`config.mk`:
```
export PLATFORM = sky130hd
export DESIGN_NAME = adder_word_seq
export DESIGN_NICKNAME = d
export VERILOG_FILES = /design/src/rtl/adder_seq_pkg.sv /design/src/rtl/adder.sv /design/src/rtl/adder_word_seq.sv
export SDC_FILE = /design/constraint.sdc
export NUM_CORES = 1
export LEC_CHECK = 0
export ABC_AREA = 1
export CORE_UTILIZATION = 50
export CTS_CLUSTER_DIAMETER = 30
export DETAILED_ROUTE_END_ITERATION = 6
export DONT_BUFFER_PORTS = 1
export GPL_ROUTABILITY_DRIVEN = 0
export HOLD_SLACK_MARGIN = 0.15
export PLACE_DENSITY = 0.69
export SETUP_SLACK_MARGIN = 0.15
export SLEW_MARGIN = 10
export SYNTH_ARGS = -nofsm -noshare
export SYNTH_HDL_FRONTEND = slang
export SYNTH_SLANG_ARGS = --single-unit
```
`constraint.sdc`:
```
create_clock -name clk -period 5.4 [get_ports clk]
set_clock_uncertainty 0.1 [all_clocks]
set_input_delay 0.81 -clock clk [delete_from_list [all_inputs] [get_ports clk]]
set_output_delay 0.81 -clock clk [all_outputs]
set_load 0.01 [all_outputs]
```
`src/rtl/adder_seq_pkg.sv`:
```
// Shared constants and FSM state encoding for the word-serial adder.
package adder_seq_pkg;

  localparam int SLICE_W = 6;

  typedef enum logic [1:0] {
    IDLE = 2'd0,
    ADD  = 2'd1,
    INC  = 2'd2,
    DONE = 2'd3
  } state_e;

endpackage

```
`src/rtl/adder.sv`:
```
// 6-bit combinational adder: s = x + y, with the carry in s[6].
module adder
  import adder_seq_pkg::*;
(
  input  logic [SLICE_W-1:0] x,
  input  logic [SLICE_W-1:0] y,
  output logic [SLICE_W:0]   s
);

  assign s = {1'b0, x} + {1'b0, y};

endmodule

```
`src/rtl/adder_word_seq.sv`:
```
// Wide adder built from one shared 6-bit adder.
// Each slice takes two passes: ADD sums the operand slices, and INC folds in
// the carry coming from the slice below.
module adder_word_seq
  import adder_seq_pkg::*;
#(
  parameter int WORDS = 4
) (
  input  logic                     clk,
  input  logic                     rst_n,
  input  logic                     in_valid,
  output logic                     in_ready,
  input  logic [SLICE_W*WORDS-1:0] a,
  input  logic [SLICE_W*WORDS-1:0] b,
  input  logic                     cin,
  output logic                     out_valid,
  input  logic                     out_ready,
  output logic [SLICE_W*WORDS-1:0] sum,
  output logic                     cout,
  output logic                     busy
);

  localparam int W     = SLICE_W * WORDS;
  localparam int IDX_W = (WORDS > 1) ? $clog2(WORDS) : 1;
  localparam logic [IDX_W-1:0] LAST_IDX = IDX_W'(WORDS - 1);

  state_e             state_q, state_d;
  logic [IDX_W-1:0]   idx_q, idx_d;
  logic [W-1:0]       a_q, a_d;
  logic [W-1:0]       b_q, b_d;
  logic [W-1:0]       sum_q, sum_d;
  logic [SLICE_W-1:0] partial_q, partial_d;
  logic               carry_q, carry_d;
  logic               c1_q, c1_d;

  logic [SLICE_W-1:0] add_x, add_y;
  logic [SLICE_W:0]   add_s;

  // Adder input mux: the operand slices in ADD, the partial sum plus carry in INC.
  always_comb begin
    add_x = a_q[idx_q*SLICE_W +: SLICE_W];
    add_y = b_q[idx_q*SLICE_W +: SLICE_W];
    if (state_q == INC) begin
      add_x = partial_q;
      add_y = {{(SLICE_W-1){1'b0}}, carry_q};
    end
  end

  adder u_adder (
    .x (add_x),
    .y (add_y),
    .s (add_s)
  );

  // Next state for the FSM and the datapath registers.
  always_comb begin
    state_d   = state_q;
    idx_d     = idx_q;
    a_d       = a_q;
    b_d       = b_q;
    sum_d     = sum_q;
    partial_d = partial_q;
    carry_d   = carry_q;
    c1_d      = c1_q;
    unique case (state_q)
      IDLE: begin
        if (in_valid) begin
          a_d     = a;
          b_d     = b;
          carry_d = cin;
          idx_d   = '0;
          state_d = ADD;
        end
      end
      ADD: begin
        partial_d = add_s[SLICE_W-1:0];
        c1_d      = add_s[SLICE_W];
        state_d   = INC;
      end
      INC: begin
        sum_d[idx_q*SLICE_W +: SLICE_W] = add_s[SLICE_W-1:0];
        // At most one of the two passes can carry, so OR merges them.
        carry_d = c1_q | add_s[SLICE_W];
        if (idx_q == LAST_IDX) begin
          state_d = DONE;
        end else begin
          idx_d   = idx_q + 1'b1;
          state_d = ADD;
        end
      end
      DONE: begin
        if (out_ready) state_d = IDLE;
      end
      default: state_d = IDLE;
    endcase
  end

  // State and datapath registers. Reset discards any in-flight operation.
  always_ff @(posedge clk or negedge rst_n) begin
    if (!rst_n) begin
      state_q   <= IDLE;
      idx_q     <= '0;
      a_q       <= '0;
      b_q       <= '0;
      sum_q     <= '0;
      partial_q <= '0;
      carry_q   <= 1'b0;
      c1_q      <= 1'b0;
    end else begin
      state_q   <= state_d;
      idx_q     <= idx_d;
      a_q       <= a_d;
      b_q       <= b_d;
      sum_q     <= sum_d;
      partial_q <= partial_d;
      carry_q   <= carry_d;
      c1_q      <= c1_d;
    end
  end

  assign in_ready  = (state_q == IDLE);
  assign busy      = (state_q != IDLE);
  assign out_valid = (state_q == DONE);
  assign sum       = sum_q;
  assign cout      = carry_q;

endmodule

```
==> results of run 1 <==
## registers in the layout, indices dropped and copies added, names as in the netlist
signal,count
a_q,24
b_q,24
c1_q,1
cout,1
idx_q,2
partial_q,6
state_q,2
sum,24
## what timing repair did
| action | 4_1_cts | 5_1_grt |
|---|---|---|
| hold buffers | 1 | 0 |
| endpoints found under the hold margin | 84 | 0 |
| setup buffers | 0 | 0 |
## power breakdown
part	leakage (nW)	internal (W)	switching, W
logic	0.997	0.000678	0.00118
registers	1.04	0.000885	0.000175
clock network	0.103	0.000230	0.000235
total	2.14	0.00179	0.00159
## worst max-delay path: stages (launching register included)
cell,delay [ps]
dfrtp_1,640
inv_1,360
o21ai_0,170
o22ai_1,80
nand2_1,60
o21ai_0,100
ha_1,240
fa_1,410
nand3_1,100
nand2_1,90
xnor2_1,400
nand2_1,130
nand3_1,90
o21ai_1,110
nand3_1,100
nand2_1,50
## routing by layer
layer | part of all wire (%) | wire length, um | vias to the layer above
li1 | - | - | 1509
met1 | 45 | 4190 | 1492
met2 | 45 | 4230 | 98
met3 | 6.5 | 610 | 24
met4 | 3.2 | 299 | 0
met5 | 0 | 0 | -
## through the flow
stage / std cells / total power, W / utilization, %
after floorplan: 454 / 0.00245 / -
after global placement: 545 / 0.00282 / 52.4
after detailed placement: 545 / 0.00289 / 52.4
after CTS: 562 / 0.00338 / 55.3
after global routing: 562 / 0.00366 / 55.3
final: 562 / 0.00338 / 55.3
## synth_stat cells, drive strengths merged
cell type	count
clkinv	1
o31ai	3
a21oi	10
buf	11
o21ai	47
o22ai	2
ha	12
nand2	91
a22o	1
xnor2	2
inv	28
a21o	1
o211ai	1
fa	1
nand3	23
nor3	2
nor2	67
a31oi	5
nand4	3
or2	2
clkbuf	6
a22oi	2
mux2	48
dfrtp	84
a32o	1
## cell families after synthesis
group,Yosys count,synth area share (%)
flops,84,49.6
xor+xnor,2,0.414
fa+ha+maj,13,4.02
simple gates,188,18.9
compound gates,73,9.69
mux,48,12.8
buf+inv,46,4.52
## final cells by class
type,count,area (um^2),area share (%)
inverters,29,111,2.45
multi-input cells,324,1940,42.7
clock inverters,6,72.6,1.60
flip-flops and latches,84,2100,46.2
repair buffers,4,50.0,1.10
well taps,105,131,2.89
clock buffers,10,138,3.03
## how the worst min path moves through the flow
stage | to
floorplan | c1_q$_DFFE_PN0N_
global placement | c1_q$_DFFE_PN0N_
detailed placement | partial_q[2]$_DFFE_PN0N_
CTS | a_q[22]$_DFFE_PN0P_
global route | sum[1]$_DFFE_PN0P_
finish | sum[1]$_DFFE_PN0P_
==> metrics, run 1 <==
status finished, final reports clean; setup TNS 0 ps; Slew Limit Fails 0; most frequent cells in the layout nand2_1, dfrtp_1, nor2_1; Hold Violations, Final 0; Critical Path Start idx_q[1]$_DFFE_PN0P_; Max-cap violations 0; Initial DRC Count 177; CTS HTree Levels 3; Vias 3,123; clk slew on worst S/H paths 90 ps; hold_ws 223 ps; initial antenna violation count 0; Port Buffers 0; ranking of synthesized cells by area dfrtp_1, mux2_2, nand2_1, nor2_1, o21ai_0; Crit Path Max Fanout 16; synthesized area per cell 9.33 um^2; syn_nets 520; synthesis-stage register bit count 84; die area 8840 um^2; CTS tree yes; vias in the first global route 3,071; Core Area 8220 um^2; Worst-Skew Late Latency 370 ps; Avg WL per Cell 16.6 um; static leakage 2.14 nW; Total GRT Usage 22.8%; Post-Syn Instances 454; count of nets after finishing 518; Antenna diodes 0; GR Util met2 34.5%; Hold Path Class primary input to asynchronous set/reset pin; Yosys warning total 0; post-detail-place hpwl 6710 um; Filler Cells Inserted 745; CP Capture Type flip-flop; endpoints failing setup 0; M3 GR Usage 5.74%; worst flop-to-flop path endpoint sum[22]$_DFFE_PN0P_; RSZ-0062 raised after global routing false; Setup WS pre-CTS 2140 ps; CTS buffer count 9; first-pass GRT wire length 15,200 um; met1 usage 30.0%; cell taking the most area after synthesis dfrtp_1; reg2reg start idx_q[1]$_DFFE_PN0P_; largest net degree at the start of global routing 85; worst r2r path cells 15; distinct cell type count of the synthesized netlist 33; CP Launch Type flip-flop; post-layout instance area 4550 um^2; Initial Utilization 51.5%; Tmin final 3340 ps; DIE WIDTH 94.0 um; Worst R2R Setup Slack 2060 ps; post-route setup slack 2060 ps; clk buf depth 2; Worst Path Required 5560 ps; Peak VDD IR 342 uV; Synth Cell Area 4230 um^2; ANT nets after route 0; share of post-route cells with drive strength above 1 19.0%; Clock Sinks 84; Worst slew margin 56.8%; period utilization 61.8%; CP Class flip-flop to flip-flop; clock root cell clkbuf_8; part of the Yosys area used for sequential elements 49.6%; area growth from synthesis to layout 7.36%; DRC violations left 0; Worst setup endpoint sum[22]$_DFFE_PN0P_; Yosys top cell area share 49.6%; GR Overflow Total 0; cell area power density 744 nW/um^2; I/O Pins 81; drt pass-1 iters 4; most common cell after layout, fill and taps aside nand2_1; Placement Cell Area 4310 um^2; row cnt 33; vias per cell 5.56; CP arrival 3500 ps; Least-Margin Pin Slew 648 ps; CTS resizes 0; highest clock rate 300 MHz; Die Ht 94.0 um; final wirelength 9330 um; Most Used Layer, Global Route met2
No activity file was read; power rests on OpenSTA's default activity.
==> run 2, diff against run 1 <==
==> constraint.sdc (replaced) <==
create_clock -name clk -period 3.1 [get_ports clk]
set_clock_uncertainty 0.1 [all_clocks]
set_input_delay 0.465 -clock clk [delete_from_list [all_inputs] [get_ports clk]]
set_output_delay 0.465 -clock clk [all_outputs]
set_load 0.01 [all_outputs]
==> run 2 against run 1 <==
  * Core utilization is 7.6 points higher
  * Die area unchanged
  * Total power increased by 90%
  * Hold slack got worse by 63 ps
  * Critical path type unchanged
  * Largest power group unchanged
==> metrics, run 2 (synthesis gave the netlist of run 1 again) <==
clk buf depth 2 (unchanged); area growth from synthesis to layout 22.0%; row cnt 33 (unchanged); sequential share of power 28.9% (-2.4 points); Peak VDD IR 865 uV (+150%); most frequent cells in the layout nand2_1, dfrtp_1, nor2_1; Least-Margin Pin Slew 624 ps (-24.0 ps); max incr delay on CP 460 ps (-180 ps); clk slew on worst S/H paths 90 ps (about the same); Crit Path Max Fanout 36 (+20); CP Launch Type flip-flop; Slowest cell on crit path dfrtp_2; drt pass-1 iters 4 (unchanged); CTS HTree Levels 3 (unchanged); most common cell after layout, fill and taps aside nand2_1; Avg WL per Cell 15.4 um (-7.0%); largest net degree at the start of global routing 85 (unchanged); CTS buffer count 9 (unchanged); initial antenna violation count 0 (unchanged); final wirelength 9590 um (+2.9%); CP Capture Type flip-flop; vias in the first global route 3,219 (+4.8%); Clock Power Share 13.0% (-0.7 points); Hold Violations, Final 0 (unchanged); Slew Limit Fails 0 (unchanged); I/O Pins 81 (unchanged); static leakage 2.41 nW (+13%); period utilization 90.1% (+28 points); most numerous cell on the critical path nand2_1; post-detail-place hpwl 6650 um (-1.0%); Clock Sinks 84 (unchanged); footprint of the multi-input gates 1960 um^2 (+1.2%); vias per cell 5.31 (-4.5%); Tmin final 2790 ps (-545 ps); Pint 0.00355 W (+98%); placed insts 551 (+1.1%); endpoints failing setup 0 (unchanged); Total GRT Usage 23.0% (+0.16 points); CP arrival 2950 ps (-550 ps); clock root cell clkbuf_8; switch share 44.7% (-2.3 points); Worst slew margin 58.4% (+1.6 points); Initial Utilization 51.5% (unchanged); die area 8840 um^2 (unchanged); Port Buffers 0 (unchanged); DIE WIDTH 94.0 um (unchanged); hold_ws 160 ps (-63.2 ps); buffers and inverters on the worst path 1 (unchanged); highest clock rate 358 MHz (+20%); Die Ht 94.0 um (unchanged); Worst-Skew Late Latency 360 ps (about the same); logic gate share of total power 58.1% (+3.2 points); first-pass GRT wire length 15,500 um (+1.8%); Core Area 8220 um^2 (unchanged); Max-cap violations 0 (unchanged); CP Class flip-flop to flip-flop; RSZ-0062 raised after global routing false; CP Cell Sequence buf_12 > o21ai_0 > o22ai_1 > nand2_1 > o21ai_0 > ha_1 > fa_2 > nand3_1 > nand2_1 > xnor2_2 > nand2_1 > nand3_1 > o21ai_1 > nand3_1 > nand2_1; ANT nets after route 0 (unchanged); status finished, final reports clean; share of post-route cells with drive strength above 1 20.9% (+1.9 points); switching pwr 0.00286 W (+80%); Antenna diodes 0 (unchanged); Filler Cells Inserted 661 (-11%); CTS tree yes; non-filler cells, final 622 (+11%); Sequential Area 2100 um^2 (about the same); DRC violations left 0 (unchanged); cell area power density 1240 nW/um^2 (+67%); Hold Path Class primary input to flip-flop; Initial DRC Count 185 (+4.5%); Vias 3,302 (+5.7%); GR Overflow Total 0 (unchanged); Worst path top cell family by delay adder cells; count of nets after finishing 578 (+12%); setup TNS 0 ps (unchanged); Worst Path Required 3260 ps (-2300 ps)
-- run 2: per-layer routing --
metal	track usage, %	up-vias	wire, um
li1	-	1621	-
met5	0	-	0
met2	35.8	90	4670
met1	29.9	1575	4260
met3	5.50	16	466
met4	11.3	0	199
-- run 2: power by group through the flow --
| stage | clock (W) | combinational [W] | sequential, W |
|---|---|---|---|
| after global routing | 0.000901 | 0.00413 | 0.00190 |
| after global placement | 0 | 0.00318 | 0.00185 |
| final | 0.000837 | 0.00373 | 0.00185 |
| after detailed placement | 0 | 0.00330 | 0.00186 |
| after floorplan | 0 | 0.00251 | 0.00175 |
| after CTS | 0.000853 | 0.00342 | 0.00185 |
-- run 2: area by class of cell --
cell class,count,share of cell area (%)
Sequential cell,84,40.7
Multi-Input combinational cell,324,38.0
Timing Repair Buffer,63,12.1
Clock buffer,12,3.20
Tap cell,105,2.54
Inverter,29,2.30
Clock inverter,4,1.09
Timing Repair inverter,1,0.0969
-- run 2: per-stage QoR --
| step | setup slack, ps | utilization [%] | power, W | cell area (um^2) |
|---|---|---|---|---|
| after floorplan | 364 | - | 0.00426 | 4230 |
| after detailed placement | 13.3 | 53.1 | 0.00516 | 4370 |
| final | 308 | 62.9 | 0.00641 | 5170 |
| after global routing | 152 | 62.9 | 0.00693 | 5170 |
| after global placement | 172 | 53.1 | 0.00503 | 4370 |
| after CTS | 157 | 61.1 | 0.00611 | 5020 |
-- run 2: path summary, 6_finish.rpt --
| kind | from | endpoint | slack (ps) | cells after the start |
|---|---|---|---|---|
| max | idx_q[0]$_DFFE_PN0P_ | sum[6]$_DFFE_PN0P_ | 310 | 15 |
| min | b[3] | b_q[3]$_DFFE_PN0P_ | 160 | 1 |
| max reg2reg | idx_q[0]$_DFFE_PN0P_ | sum[6]$_DFFE_PN0P_ | 310 | 15 |
| min reg2reg | c1_q$_DFFE_PN0N_ | c1_q$_DFFE_PN0N_ | 400 | 2 |
| max in group asynchronous | rst_n | idx_q[0]$_DFFE_PN0P_ | 1980 | 2 |
| min in group asynchronous | rst_n | sum[5]$_DFFE_PN0P_ | 550 | 2 |
-- run 2: what timing repair did --
item / 4_1_cts / 5_1_grt
cloned: 0 / 1
pin swaps: 0 / 1
setup endpoints to repair: 5 / 19
hold endpoints to repair: 123 / 7
hold buffers: 41 / 7
setup buffers: 0 / 6
gates resized for setup: 1 / 8
-- run 2: worst reg2reg max path, cell delays in order, from the launching register on --
cell and delay, ps:
dfrtp_2 460, buf_12 190, o21ai_0 190, o22ai_1 100, nand2_1 60, o21ai_0 90, ha_1 220, fa_2 380
nand3_1 100, nand2_1 100, xnor2_2 280, nand2_1 110, nand3_1 80, o21ai_1 110, nand3_1 90, nand2_1 50
